===== src/rtl/mem_pkg.sv =====
// Constants shared by mem_fifo and the mem single-port memory it drives.
package mem_pkg;

  localparam int unsigned MEM_ADDR = 4;
  localparam int unsigned MEM_WORD = 4;

  localparam logic [1:0] MEM_FIFO_IDLE     = 2'd0;
  localparam logic [1:0] MEM_FIFO_RD_ISSUE = 2'd1;
  localparam logic [1:0] MEM_FIFO_RD_WAIT  = 2'd2;

endpackage


===== src/rtl/mem_fifo.sv =====
// Valid/ready FIFO controller on a single-port memory with a show-ahead output register.
// Optional MEM_FIFO_BYPASS_EN: a push into a completely empty FIFO loads the output register directly.
module mem_fifo
  import mem_pkg::*;
#(
  parameter int unsigned ADDR = MEM_ADDR,
  parameter int unsigned WORD = MEM_WORD
) (
  input  logic              clk,
  input  logic              rst_n,
  input  logic              push_valid,
  output logic              push_ready,
  input  logic [WORD-1:0]   push_data,
  output logic              pop_valid,
  input  logic              pop_ready,
  output logic [WORD-1:0]   pop_data,
  output logic [ADDR:0]     level,
  output logic [ADDR-1:0]   mem_addr,
  output logic [WORD-1:0]   mem_data_in,
  output logic              mem_wr,
  input  logic [WORD-1:0]   mem_data_out
);

  localparam int unsigned LVL_W = ADDR + 1;
  localparam int unsigned DEPTH = 32'd1 << ADDR;

  logic [1:0]      state;
  logic [1:0]      state_nxt;
  logic [ADDR-1:0] wr_ptr;
  logic [ADDR-1:0] rd_ptr;
  logic [WORD-1:0] out_reg;
  logic            out_valid;
  logic            last_rd;
  logic            run;
  logic            full;
  logic            rd_req;
  logic            wr_gnt;
  logic            rd_gnt;
  logic            contend;
  logic            bypass;

  assign pop_valid = out_valid;
  assign pop_data  = out_reg;

  // State register
  always_ff @(posedge clk or negedge rst_n) begin
    if (!rst_n) state <= MEM_FIFO_IDLE;
    else        state <= state_nxt;
  end

  // Arbitration, next state and memory port drive
  always_comb begin
    state_nxt   = state;
    push_ready  = 1'b0;
    full        = (level == LVL_W'(DEPTH));
    rd_req      = (state == MEM_FIFO_IDLE) && !out_valid && (level != '0);
    // ready is held low until the first edge after reset so it reads 0 in reset
    case (state)
      MEM_FIFO_IDLE:    push_ready = run && !full && !(rd_req && !last_rd);
      MEM_FIFO_RD_WAIT: push_ready = run && !full;
      default:          push_ready = 1'b0;
    endcase
    wr_gnt  = push_valid && push_ready;
    contend = rd_req && push_valid && run && !full;
    rd_gnt  = rd_req && !wr_gnt;
`ifdef MEM_FIFO_BYPASS_EN
    bypass  = wr_gnt && (state == MEM_FIFO_IDLE) && (level == '0) && !out_valid;
`else
    bypass  = 1'b0;
`endif
    mem_wr      = wr_gnt && !bypass;
    mem_addr    = (state == MEM_FIFO_RD_ISSUE) ? rd_ptr : wr_ptr;
    mem_data_in = mem_wr ? push_data : '0;
    case (state)
      MEM_FIFO_IDLE:     if (rd_gnt) state_nxt = MEM_FIFO_RD_ISSUE;
      MEM_FIFO_RD_ISSUE: state_nxt = MEM_FIFO_RD_WAIT;
      MEM_FIFO_RD_WAIT:  state_nxt = MEM_FIFO_IDLE;
      default:           state_nxt = MEM_FIFO_IDLE;
    endcase
  end

  // Pointers, occupancy, arbitration history and output register
  always_ff @(posedge clk or negedge rst_n) begin
    if (!rst_n) begin
      wr_ptr    <= '0;
      rd_ptr    <= '0;
      level     <= '0;
      out_reg   <= '0;
      out_valid <= 1'b0;
      last_rd   <= 1'b0;
      run       <= 1'b0;
    end else begin
      run <= 1'b1;
      if (mem_wr) wr_ptr <= wr_ptr + ADDR'(1);
      if (state == MEM_FIFO_RD_ISSUE) rd_ptr <= rd_ptr + ADDR'(1);
      if (mem_wr) level <= level + LVL_W'(1);
      else if (state == MEM_FIFO_RD_ISSUE) level <= level - LVL_W'(1);
      if (contend) last_rd <= rd_gnt;
      if (state == MEM_FIFO_RD_WAIT) begin
        out_reg   <= mem_data_out;
        out_valid <= 1'b1;
      end else if (bypass) begin
        out_reg   <= push_data;
        out_valid <= 1'b1;
      end else if (out_valid && pop_ready) begin
        out_valid <= 1'b0;
      end
    end
  end

endmodule

===== config.mk =====
export PLATFORM = sky130hd
export DESIGN_NAME = mem_fifo
export DESIGN_NICKNAME = d
export VERILOG_FILES = /design/src/rtl/mem_pkg.sv /design/src/rtl/mem_fifo.sv
export SDC_FILE = /design/constraint.sdc
export NUM_CORES = 1
export LEC_CHECK = 0
export ABC_CLOCK_PERIOD_IN_PS = 2600
export CAP_MARGIN = 20
export CORE_MARGIN = 8
export CORE_UTILIZATION = 42
export CTS_CLUSTER_SIZE = 16
export DETAILED_ROUTE_END_ITERATION = 6
export PLACE_DENSITY_LB_ADDON = 0.12
export SYNTH_ARGS = -nofsm -noshare
export SYNTH_HDL_FRONTEND = slang
export SYNTH_SLANG_ARGS = --single-unit

===== constraint.sdc =====
create_clock -name clk -period 2.6 [get_ports clk]
set_clock_uncertainty 0.1 [all_clocks]
set_input_delay 0.26 -clock clk [delete_from_list [all_inputs] [get_ports clk]]
set_output_delay 0.26 -clock clk [all_outputs]
set_load 0.01 [all_outputs]

==> results.py <==
metrics = {
    "cts": {
        "insertion_delay_ps": 310,
        "cts_tree": "yes",
        "cts_buffers": 3,
        "clock-sinks": 22,
        "cts.path.max_buffers": 2,
        "htreeDepth": 1,
        "cts.clk_slew.worst_paths_ps": 130,
        "cts-root-buf": "clkbuf_4",
    },
    "place": {
        "gp_congestion": 0.7653,
        "io_buffer_count": 31,
        "place_hpwl_microns": 1817,
        "placed_cell_area_sq_um": 1543,
    },
    "route": {
        "first_pass_iters": 4,
        "vias": 803,
        "viasPerCell": 4.867,
        "wl_per_cell_microns": 14.93,
        "route.detailed.drc": 0,
        "dr.first_iter.drc_count": 49,
        "drt-total-wl_microns": 2463,
        "postRouteAntennaNets": 0,
    },
    "synth": {
        "synthMuxAreaShare_pct": 13.72,
        "synth-xor-area-share_pct": 7.743,
        "synth_commonest_cells": "22 x dfrtp_1, 11 x mux2_2, 7 x xnor2_1",
        "yosysTopAreaCellShare_pct": 48.67,
        "netlist_top_cells_area": "dfrtp_1 49%, mux2_2 11%, ha_1 5.5%",
        "synth_fa_ha_area_share_pct": 7.301,
        "seq_area_frac_synth_pct": 48.67,
        "synth_compound_area_share_pct": 6.527,
        "yosysUniqueCellTypes": 34,
        "yosysMostFrequentCell": "dfrtp_1",
        "synth_top_cell_by_area": "dfrtp_1",
        "synth_area_sq_um": 1131,
        "synth_top_family_by_area": "multiplexers",
        "yosys_most_used_dff": "dfrtp_1",
        "syn_nets": 110,
        "synth-seq-cells": 22,
        "async_reset_ff_share_pct": 100.0,
        "ys_warn_count": 0,
        "syn_inst": 92,
        "synth_edf_count": 0,
        "synth_area_per_cell_sq_um": 12.29,
        "synth_simple_gate_area_share_pct": 12.94,
    },
    "die": {
        "start_util_pct": 42.48,
        "die_h_microns": 67.90,
        "die_area_sq_um": 4610,
        "core_area_sq_um": 2663,
        "io_pins": 32,
        "die-width_microns": 67.90,
        "rows": 19,
    },
    "global_routing": {
        "grt_pass1_vias": 885,
        "grt_usage_pct": 11.54,
        "grt_max_degree": 23,
        "gr-total-overflow": 0,
        "grt_pass1_wl_microns": 4064,
        "antenna_found_initial": 0,
    },
    "critical_path": {
        "worstPathRequired_ps": 2240,
        "crit_type": "register to primary output",
        "critPathCaptureType": "primary output",
        "path_max_fanout": 6,
        "critPathLaunchType": "register",
        "critical_path_arrival_ps": 2050,
    },
    "run_status": {
        "status": "finished clean",
    },
    "timing": {
        "finalSetupViolCount": 0,
        "fmax_mhz": 415.0,
        "fin_crit_ps": 2410,
        "finalHoldViolations": 0,
        "setup_tns_ps": 0,
        "timing.final.crit_share_pct": 92.69,
        "rsz0062_at_grt": "false",
        "slew_viol_final": 0,
    },
    "final_layout": {
        "design_area_sq_um": 1627,
        "syn_to_final_growth_pct": 43.81,
        "drive_above_1_share_pct": 26.12,
        "nNetsFinal": 153,
        "fillers": 229,
        "n_antenna_cell": 0,
    },
    "power_and_ir_drop": {
        "peakVddDrop_mv": 0.8209,
        "p_per_area_nw_per_um2": 1291,
        "total_leakage_power_nw": 0.7788,
    },
    "run": {
        "maxCapViolCount": 0,
    },
    "hold_path": {
        "hold_path_class": "input pin to async pin",
    },
}
## state kept, by name, indices dropped and copies added (netlist names)
name       cells
rd_ptr         4
pop_data       4
level          5
pop_valid      1
run            1
state          2
last_rd        1
wr_ptr         4
## logic make-up (layout without fill, tap and decap cells)
logic type               after synthesis  count (layout)
AND/OR/NAND/NOR                       21              21
AO/OA/AOI/OAI                         10              10
multiplexers                          14              14
flip-flops                            22              22
buffers and inverters                  8              50
adder cells (fa/ha/maj)                6               6
XOR/XNOR                              10              10
other                                  1               1
## worst max-delay path, cell delays in order (launching register included)
cell	delay, ps
dfrtp_2	430
nor4_4	330
mux2i_2	270
buf_4	170
buf_4	120
and3_1	150
dlygate4sd2_1	290
## layout make-up
cell class / count / area (sq um) / share of cell area [%]
multi-input cells: 62 / 584.3 / 35.92
flip-flops and latches: 22 / 553.0 / 34.00
repair buffers: 41 / 392.9 / 24.15
well taps: 31 / 38.79 / 2.385
clock buffers: 4 / 36.28 / 2.231
inverters: 5 / 21.27 / 1.308
## per-stage QoR
stage / setup WS [ps] / total power, W / utilization [%] / cells / hold WS (ps)
detailed placement: 174.7 / 0.001868 / 57.94 / 156 / 370.1
CTS: 11.33 / 0.002130 / 60.71 / 165 / 185.8
floorplan: 10.30 / 0.001395 / - / 92 / -135.6
global placement: 229.3 / 0.001857 / 57.94 / 156 / 360.3
finish: 190.1 / 0.002101 / 61.09 / 165 / 180.4
global route: 82.34 / 0.002275 / 61.09 / 165 / 196.9
## power breakdown
group | internal [W] | switching (W)
Sequential | 0.000518 | 0.000168
Combinational | 0.000731 | 0.000497
Clock | 0.0000855 | 0.000101
Total | 0.00133 | 0.000766
## worst paths after layout
kind	start	end	slack, ps	cells after the start
min in group clk	wr_ptr[3]	wr_ptr[3]	380	1
worst min register to register	wr_ptr[3]	wr_ptr[3]	380	1
worst max register to register	state[1]	level[4]	270	9
worst min-delay path	rst_n	rd_ptr[0]	180	2
worst max-delay path	level[2]	mem_data_in[0]	190	6
max in group asynchronous	rst_n	level[0]	1960	2
## cell usage in the layout, fill, tap and decap left out, types with 2 or more instances in the layout
cell type,n
dlygate4sd2_1,2
and3_1,5
ha_4,2
nand2_1,2
xor2_1,3
a21o_1,2
nand3_1,2
inv_1,4
dfrtp_2,2
mux2_2,11
buf_4,10
a21oi_2,2
dlymetal6s2s_1,4
and3b_1,2
dfrtp_1,20
clkdlybuf4s50_1,25
clkbuf_4,3
ha_1,3
xnor2_1,7
nor2b_1,3
## metal layers
metal	vias to the layer above	part of all wire, %	wire, microns	GRT usage [%]
met1	376	45	1117	13.76
met3	2	6.8	168	4.583
met4	0	0.49	12	2.302
li1	405	-	-	-
met2	20	47	1165	19.41
met5	-	0	0	0
## timing repair
item,4_1_cts,5_1_grt
endpoints found under the setup margin,6,4
buffers inserted,5,0
gates resized for setup,3,4
endpoints found under the hold margin,0,0
pin swaps,1,1
hold buffers,0,0
Note: power is estimated with default switching activity, not from simulation.
